$ cat config.mk
export PLATFORM = sky130hd
export DESIGN_NAME = nvmem_reset_ctrl_flat
export DESIGN_NICKNAME = d
export VERILOG_FILES = /design/src/rtl/nvmem_reset_ctrl_pkg.sv /design/src/rtl/nvmem_reset_ctrl_if.sv /design/src/rtl/nvmem_down_counter.sv /design/src/rtl/nvmem_reset_ctrl.sv /design/src/flat_wrapper.sv
export SDC_FILE = /design/constraint.sdc
export NUM_CORES = 1
export LEC_CHECK = 0
export CAP_MARGIN = 20
export CORE_UTILIZATION = 28
export CTS_BUF_LIST = sky130_fd_sc_hd__clkbuf_4 sky130_fd_sc_hd__clkbuf_8 sky130_fd_sc_hd__clkbuf_16
export DETAILED_ROUTE_END_ITERATION = 10
export PLACE_DENSITY = 0.59
export SETUP_SLACK_MARGIN = 0.15
export SYNTH_ARGS = -nofsm -noshare
export SYNTH_HDL_FRONTEND = slang
export SYNTH_HIERARCHICAL = 1
export SYNTH_SLANG_ARGS = --single-unit
$ cat constraint.sdc
create_clock -name clk -period 5.7 [get_ports clk]
set_clock_uncertainty 0.15 [all_clocks]
set_input_delay 1.14 -clock clk [delete_from_list [all_inputs] [get_ports clk]]
set_output_delay 1.14 -clock clk [all_outputs]
set_load 0.05 [all_outputs]
$ cat src/rtl/nvmem_reset_ctrl_pkg.sv
// Shared definitions for the NVMEM write-rate monitor and its reset responder.
package nvmem_pkg;

  localparam int unsigned      ADDR_W          = 16;
  localparam logic [ADDR_W-1:0] NVMEM_START_DEF = 16'hE000;

  typedef enum logic [1:0] {
    ST_IDLE,
    ST_HOLD,
    ST_COOLDOWN,
    ST_LOCKED
  } state_e;

  // Counter width large enough to hold the longer of the two intervals.
  function automatic int unsigned cnt_width(input int unsigned a, input int unsigned b);
    int unsigned m;
    m = (a > b) ? a : b;
    return ($clog2(m + 1) < 1) ? 1 : $clog2(m + 1);
  endfunction

endpackage

$ cat src/rtl/nvmem_reset_ctrl_if.sv
// Bus taps and status outputs shared between the monitor side and the reset responder.
interface nvmem_reset_ctrl_if;
  import nvmem_pkg::*;

  logic              viol_req;
  logic [ADDR_W-1:0] data_addr;
  logic              data_wen;
  logic              dev_reset;
  logic              nv_wen_gated;
  logic              busy;
  logic              locked;
  logic [7:0]        viol_count;
  logic [ADDR_W-1:0] last_addr;

  modport master (
    output viol_req, data_addr, data_wen,
    input  dev_reset, nv_wen_gated, busy, locked, viol_count, last_addr
  );

  modport slave (
    input  viol_req, data_addr, data_wen,
    output dev_reset, nv_wen_gated, busy, locked, viol_count, last_addr
  );

endinterface

$ cat src/rtl/nvmem_down_counter.sv
// Loadable down-counter with zero flag; times both the hold and cooldown intervals.
module nvmem_down_counter #(
  parameter int unsigned WIDTH = 4
) (
  input  logic             clk,
  input  logic             reset,
  input  logic             i_load,
  input  logic [WIDTH-1:0] i_load_val,
  input  logic             i_dec,
  output logic             o_zero
);

  logic [WIDTH-1:0] r_cnt;

  always_ff @(posedge clk) begin
    if (reset) begin
      r_cnt <= '0;
    end else if (i_load) begin
      r_cnt <= i_load_val;
    end else if (i_dec) begin
      r_cnt <= r_cnt - 1'b1;
    end
  end

  assign o_zero = (r_cnt == '0);

endmodule

$ cat src/rtl/nvmem_reset_ctrl.sv
// Turns NVMEM write-rate violations into a timed device reset, cooldown and lockout.
// Optional macro NVMEM_WGATE_EN blocks NVMEM writes while the device is held in reset.
module nvmem_reset_ctrl
  import nvmem_pkg::*;
#(
  parameter int unsigned       RESET_HOLD     = 16,
  parameter int unsigned       COOLDOWN       = 64,
  parameter int unsigned       MAX_VIOLATIONS = 3,
  parameter logic [ADDR_W-1:0] NVMEM_START    = NVMEM_START_DEF
) (
  input  logic                clk,
  input  logic                reset,
  nvmem_reset_ctrl_if.slave   bus
);

  localparam int unsigned CW = cnt_width(RESET_HOLD, COOLDOWN);

  state_e            r_state;
  state_e            w_next;
  logic              r_viol_req_q;
  logic [ADDR_W-1:0] r_nv_addr_q;
  logic [ADDR_W-1:0] r_last_addr;
  logic [7:0]        r_viol_count;
  logic              r_dev_reset;

  logic              w_trig;
  logic              w_nv_wr;
  logic              w_accept;
  logic              w_at_max;
  logic              w_cnt_zero;
  logic              w_load;
  logic [CW-1:0]     w_load_val;
  logic              w_dec;
  logic              w_busy;
  logic              w_locked;
  logic              w_gated;

  assign w_trig   = bus.viol_req && !r_viol_req_q;
  assign w_nv_wr  = bus.data_wen && (bus.data_addr >= NVMEM_START);
  assign w_accept = (r_state == ST_IDLE) && w_trig;
  assign w_at_max = (r_viol_count == 8'(MAX_VIOLATIONS));

  nvmem_down_counter #(.WIDTH(CW)) u_cnt (
    .clk        (clk),
    .reset      (reset),
    .i_load     (w_load),
    .i_load_val (w_load_val),
    .i_dec      (w_dec),
    .o_zero     (w_cnt_zero)
  );

  always_ff @(posedge clk) begin
    if (reset) begin
      r_state <= ST_IDLE;
    end else begin
      r_state <= w_next;
    end
  end

  always_comb begin
    w_next     = r_state;
    w_load     = 1'b0;
    w_load_val = '0;
    w_dec      = 1'b0;
    case (r_state)
      ST_IDLE: begin
        if (w_trig) begin
          w_next     = ST_HOLD;
          w_load     = 1'b1;
          w_load_val = CW'(RESET_HOLD - 1);
        end
      end
      ST_HOLD: begin
        if (!w_cnt_zero) begin
          w_dec = 1'b1;
        end else if (w_at_max) begin
          w_next = ST_LOCKED;
        end else if (COOLDOWN == 0) begin
          w_next = ST_IDLE;
        end else begin
          w_next     = ST_COOLDOWN;
          w_load     = 1'b1;
          w_load_val = CW'(COOLDOWN - 1);
        end
      end
      ST_COOLDOWN: begin
        if (w_cnt_zero) begin
          w_next = ST_IDLE;
        end else begin
          w_dec = 1'b1;
        end
      end
      ST_LOCKED: w_next = ST_LOCKED;
      default:   w_next = ST_IDLE;
    endcase
  end

  // dev_reset is a flop fed from the next state so it rises on the accepting edge.
  always_ff @(posedge clk) begin
    if (reset) begin
      r_viol_req_q <= 1'b0;
      r_nv_addr_q  <= '0;
      r_last_addr  <= '0;
      r_viol_count <= '0;
      r_dev_reset  <= 1'b0;
    end else begin
      r_viol_req_q <= bus.viol_req;
      r_dev_reset  <= (w_next == ST_HOLD) || (w_next == ST_LOCKED);
      if (w_nv_wr) begin
        r_nv_addr_q <= bus.data_addr;
      end
      if (w_accept) begin
        r_viol_count <= r_viol_count + 8'd1;
        r_last_addr  <= w_nv_wr ? bus.data_addr : r_nv_addr_q;
      end
    end
  end

  always_comb begin
    w_busy   = (r_state == ST_HOLD) || (r_state == ST_COOLDOWN);
    w_locked = (r_state == ST_LOCKED);
`ifdef NVMEM_WGATE_EN
    w_gated  = bus.data_wen &&
               !((bus.data_addr >= NVMEM_START) &&
                 ((r_state == ST_HOLD) || (r_state == ST_LOCKED)));
`else
    w_gated  = bus.data_wen;
`endif
  end

  assign bus.dev_reset    = r_dev_reset;
  assign bus.busy         = w_busy;
  assign bus.locked       = w_locked;
  assign bus.viol_count   = r_viol_count;
  assign bus.last_addr    = r_last_addr;
  assign bus.nv_wen_gated = w_gated;

endmodule

$ cat src/flat_wrapper.sv
// flat-port wrapper written by rule: the top's interface ports become plain ports
module nvmem_reset_ctrl_flat import nvmem_pkg::*;
#(
  parameter int unsigned       RESET_HOLD     = 16,
  parameter int unsigned       COOLDOWN       = 64,
  parameter int unsigned       MAX_VIOLATIONS = 3,
  parameter logic [ADDR_W-1:0] NVMEM_START    = NVMEM_START_DEF
)
  (clk, reset, bus_viol_req, bus_data_addr, bus_data_wen, bus_dev_reset, bus_nv_wen_gated, bus_busy, bus_locked, bus_viol_count, bus_last_addr);
  nvmem_reset_ctrl_if bus_i ();
  input  logic clk;
  input  logic reset;
  input wire logic [$bits(bus_i.viol_req)-1:0] bus_viol_req;
  input wire logic [$bits(bus_i.data_addr)-1:0] bus_data_addr;
  input wire logic [$bits(bus_i.data_wen)-1:0] bus_data_wen;
  output wire logic [$bits(bus_i.dev_reset)-1:0] bus_dev_reset;
  output wire logic [$bits(bus_i.nv_wen_gated)-1:0] bus_nv_wen_gated;
  output wire logic [$bits(bus_i.busy)-1:0] bus_busy;
  output wire logic [$bits(bus_i.locked)-1:0] bus_locked;
  output wire logic [$bits(bus_i.viol_count)-1:0] bus_viol_count;
  output wire logic [$bits(bus_i.last_addr)-1:0] bus_last_addr;
  assign bus_i.viol_req = bus_viol_req;
  assign bus_i.data_addr = bus_data_addr;
  assign bus_i.data_wen = bus_data_wen;
  assign bus_dev_reset = bus_i.dev_reset;
  assign bus_nv_wen_gated = bus_i.nv_wen_gated;
  assign bus_busy = bus_i.busy;
  assign bus_locked = bus_i.locked;
  assign bus_viol_count = bus_i.viol_count;
  assign bus_last_addr = bus_i.last_addr;
  nvmem_reset_ctrl #(.RESET_HOLD(RESET_HOLD), .COOLDOWN(COOLDOWN), .MAX_VIOLATIONS(MAX_VIOLATIONS), .NVMEM_START(NVMEM_START)) u_core (.clk(clk), .reset(reset), .bus(bus_i));
endmodule
# == Word-level counts from Yosys, hierarchy flattened ==
# Index checks and enable logic that the tools add are counted.
# word_totals
ff_bits,51
# classes
addsub,2
magnitude_cmp,1
n_eq_ne,6
n_mux,18
reduce_logical,10
# ops
op,count
two-way mux 7 bit,3
>= comparator 16 bit (second input constant),1
two-way mux 16 bit,1
one-hot mux 7 bit (2 select lines),1
adder 8 x 1 -> 8 bit (second input constant),1
equality test 8 x 2 -> 1 bit (second input constant),1
one-hot mux 2 bit (4 select lines),1
zero test 7 bit,1
subtractor 7 x 1 -> 7 bit (second input constant),1
equality test 2 bit (second input constant),3
two-way mux 1 bit,6
two-way mux 2 bit,3
two-way mux 6 bit,1
equality test 2 x 1 -> 1 bit (second input constant),2
two-way mux 4 bit,1
logical AND 1 bit,3
zero test 2 bit,1
logical OR 1 bit,2
one-hot mux 1 bit (2 select lines),1
nonzero test 2 bit,1
OR reduction 2 bit,1
zero test 1 bit,1

# == Logic depth before layout (Yosys ltp) ==
# logic_depth
depth_word,6
mapped_depth,9

# == Hierarchy ==
# The synthesis kept the hierarchy.
# by_module_without_submodules
mod,instances,cells_per_inst,area_each_um2,seq_area_each_um2
nvmem_reset_ctrl,1,174,1715.4,880.8
nvmem_down_counter,1,44,375.4,140.1

# == Worst setup path after synthesis ==
# OpenSTA, ideal clock, no wires.
# synth_timing
kind,input to output
startpoint,input port bus_data_wen
endpoint,output port bus_nv_wen_gated
arrival_time_ps,1310
setup_slack_ps,3100
cell_stages,1
cell_sequence,buf_4
# synth_rtl
item,line,source
"start, declared",flat_wrapper.sv:15,input wire logic [$bits(bus_i.data_wen)-1:0] bus_data_wen;
"end, declared",flat_wrapper.sv:17,output wire logic [$bits(bus_i.nv_wen_gated)-1:0] bus_nv_wen_gated;
# No word-level cell between the ends.

# == Worst setup path in the final report ==
# layout_timing
startpoint,input port bus_data_wen
endpoint,output port bus_nv_wen_gated
# No word-level cell between the ends.

==> results.cfg <==
[floorplan]
design.die.area_um2 = 7816
floorplan.die.width_um = 88.41
top_level_ports = 48
coreArea_um2 = 7253
die_height_um = 88.41
std_cell_rows = 31
floorplan.initialDensity_pct = 28.83

[layout]
num-nets-final = 287
final_cell_count_no_fill = 361
layout.core_utilization_pct = 37.33
antenna_cells = 0
area_growth_syn_to_layout_pct = 29.50
layout-drive-gt1-share_pct = 5.725
n_fill_cell = 752

[outcome]
run_status = finished, final reports clean

[routing]
final_antenna_net_count = 0
drt_drc_violations_left = 0
drt-total-wl_um = 4154
vias_per_cell = 4.587
dr.first_iter.drc_count = 54
wl_per_cell_um = 11.51
drt-pass1-iter-count = 4
detailroute.via_count = 1656

[sta]
final_min_period_over_clock_period_pct = 65.57
worst_hold_slack_ns = 0.3103
setup-violations-final = 0
worst_slew_pin_slew_ns = 0.9644
layout_min_cycle_time_ns = 3.737
timing_max_transition_violations_final = 0
setup_tns_ns = 0
final_hold_viols = 0
max_clock_freq_mhz = 267.6
slew_headroom_pct = 35.51
rsz_0062_raised_after_global_routing = no

[synthesis]
netlist_area_before_placement_um2 = 2091
yosysTopAreaCellShare_pct = 48.83
postSynth.topFlopCell = sky130_fd_sc_hd__dfxtp_1
seq_area_frac_synth_pct = 48.83
yosysMostFrequentCell = sky130_fd_sc_hd__dfxtp_1
syn-instance-count = 218
number_of_flops_mapped_to_enable_cells_by_yosys = 0
postSynthRegisterBits = 51
synth.area.top_cells = sky130_fd_sc_hd__dfxtp_1 49%, sky130_fd_sc_hd__nor2_1 8.3%, sky130_fd_sc_hd__mux2i_1 7.7%, sky130_fd_sc_hd__a211oi_1 6.5%, sky130_fd_sc_hd__ha_1 3.6%
synth-async-reset-ratio_pct = 0
syn_avg_cell_area_um2 = 9.591
synth.top_cells.by_count = 51 x sky130_fd_sc_hd__dfxtp_1, 46 x sky130_fd_sc_hd__nor2_1, 18 x sky130_fd_sc_hd__a211oi_1
yosysUniqueCellTypes = 40
yosysWarnings = 6
mappedNetlistNets = 244
synth_largest_area_cell = sky130_fd_sc_hd__dfxtp_1

[placed_design]
numPlacedInstances = 353
hpwl_um = 2764
port_buffers = 47
routabilityCongestion = 0.7151

[setup_path]
rr_startpoint = u_core/u_cnt/r_cnt[2]$_SDFFE_PP0P_
worst_setup_path_end_kind = output pin
number_of_buffers_and_inverters_on_the_critical_path = 2
crit_required_ns = 4.41
critPathMaxFanout = 3
timing.critical_path.cells = clkdlybuf4s50_1, clkdlybuf4s50_1
crit_path_frequent_cell = sky130_fd_sc_hd__clkdlybuf4s50_1
slowest_stage = sky130_fd_sc_hd__clkdlybuf4s50_1
setup.worst_path.class = primary input to output pin
cpLargestDelayFamily = buffers and inverters
start_point_of_the_critical_path = bus_data_wen
critPathArrivalTime_ns = 2.45
maximum_cell_stage_delay_along_the_critical_path_ns = 0.81
crit_path_start_kind = primary input

[global_routing]
track_usage_pct = 11.60
gr-total-overflow = 0
first_pass_grt_wire_length_um = 7010
antenna_found_initial = 0
grt_pass1_vias = 1515
largest_net_degree_at_the_start_of_global_routing = 52

[clock_network]
clock_sink_count = 51
htree_depth = 2
hold_buffers = 0
postCtsResizedCells = 0
cts_made_buffers = 5
clock_latency_ns = 0.30
worst_setup_hold_path_clk_slew_ns = 0.09
post_cts_buffers = 0
tritoncts = yes
cts.root.buffer_cell = sky130_fd_sc_hd__clkbuf_8
clock_tree.buffer_depth = 2

[hold_path]
holdCritPathClass = flop to flop
timing.hold.worst.start = u_core/r_nv_addr_q[14]$_SDFF_PP0_

[power_and_ir_drop]
power.density_cell_area_nw_per_um2 = 447.3
vdd_ir_drop_max_mv = 0.1301
power.static_leakage_nw = 1.059

[job]
max-cap-violations = 0
-- report_power, final --
group / leakage, nW / internal [mW] / switching [mW] / total [mW]
Sequential: 0.417 / 0.421 / 0.0490 / 0.470
Combinational: 0.598 / 0.203 / 0.329 / 0.532
Clock: 0.0446 / 0.0908 / 0.118 / 0.209
-- path summary, 6_finish.rpt --
| kind | endpoint | slack (ns) | depth (start not counted) |
|---|---|---|---|
| worst max-delay path | bus_nv_wen_gated | 1.96 | 2 |
| worst min-delay path | u_core/r_nv_addr_q[14]$_SDFF_PP0_ | 0.31 | 2 |
| worst max register to register | u_core/u_cnt/r_cnt[1]$_SDFFE_PP0P_ | 2.89 | 7 |
| worst min register to register | u_core/r_nv_addr_q[14]$_SDFF_PP0_ | 0.31 | 2 |
-- state kept, by name (all words and copies together), names as in the netlist --
register / count
u_core/bus.dev_reset: 1
u_core/bus.last_addr: 16
u_core/bus.viol_count: 8
u_core/r_nv_addr_q: 16
u_core/r_state: 2
u_core/r_viol_req_q: 1
u_core/u_cnt/r_cnt: 7
-- per-stage QoR --
| stage | power [mW] | worst slack [ns] | cell area, µm² |
|---|---|---|---|
| finish | 1.211 | 1.963 | 2708 |
| CTS | 1.229 | 1.959 | 2708 |
| detailed placement | 1.012 | 1.964 | 2619 |
| global route | 1.302 | 1.929 | 2708 |
| floorplan | 0.8761 | 3.100 | 2091 |
| global placement | 1.002 | 1.973 | 2619 |
-- cell families after synthesis --
group | count (synthesis) | synth area share (%)
mux | 16 | 7.660
buf+inv | 18 | 4.189
xor+xnor | 5 | 2.095
fa+ha+maj | 6 | 3.591
flops | 51 | 48.83
compound gates | 44 | 14.60
simple gates | 77 | 18.85
other cells | 1 | 0.1794
-- metal layers --
layer	part of all wire (%)	vias up	wire, µm	global-route usage (%)
li1	-	861	-	-
met1	50	747	2087	15.05
met2	44	44	1835	18.46
met3	4.0	4	168	2.799
met4	1.5	0	62	4.839
met5	0	-	0	0
-- layout by cell type, fill, tap and decap left out, drive strengths merged, types with 2 or more instances in the layout --
cell type and n:
xnor2 2, ha 6, nand4b 2, nor2 46
o31ai 4, or3 3, nor4b 2, nand2 7
a311oi 2, inv 7, clkbuf 6, o21ai 6
nand4 2, and4 2, or4 5, nor3 2
dfxtp 51, a311o 2, xor2 3, clkdlybuf4s50 46
mux2i 16, a211oi 18, nor2b 2, a21oi 7
-- layout make-up --
type / count / area, µm² / area share [%]
Tap cell: 99 / 123.9 / 4.575
Timing Repair Buffer: 47 / 465.4 / 17.19
Clock inverter: 2 / 12.51 / 0.4621
Sequential cell: 51 / 1021 / 37.71
Inverter: 7 / 26.28 / 0.9704
Clock buffer: 6 / 76.32 / 2.819
Multi-Input combinational cell: 149 / 982.2 / 36.28
Note: power is estimated with default switching activity, not from simulation.
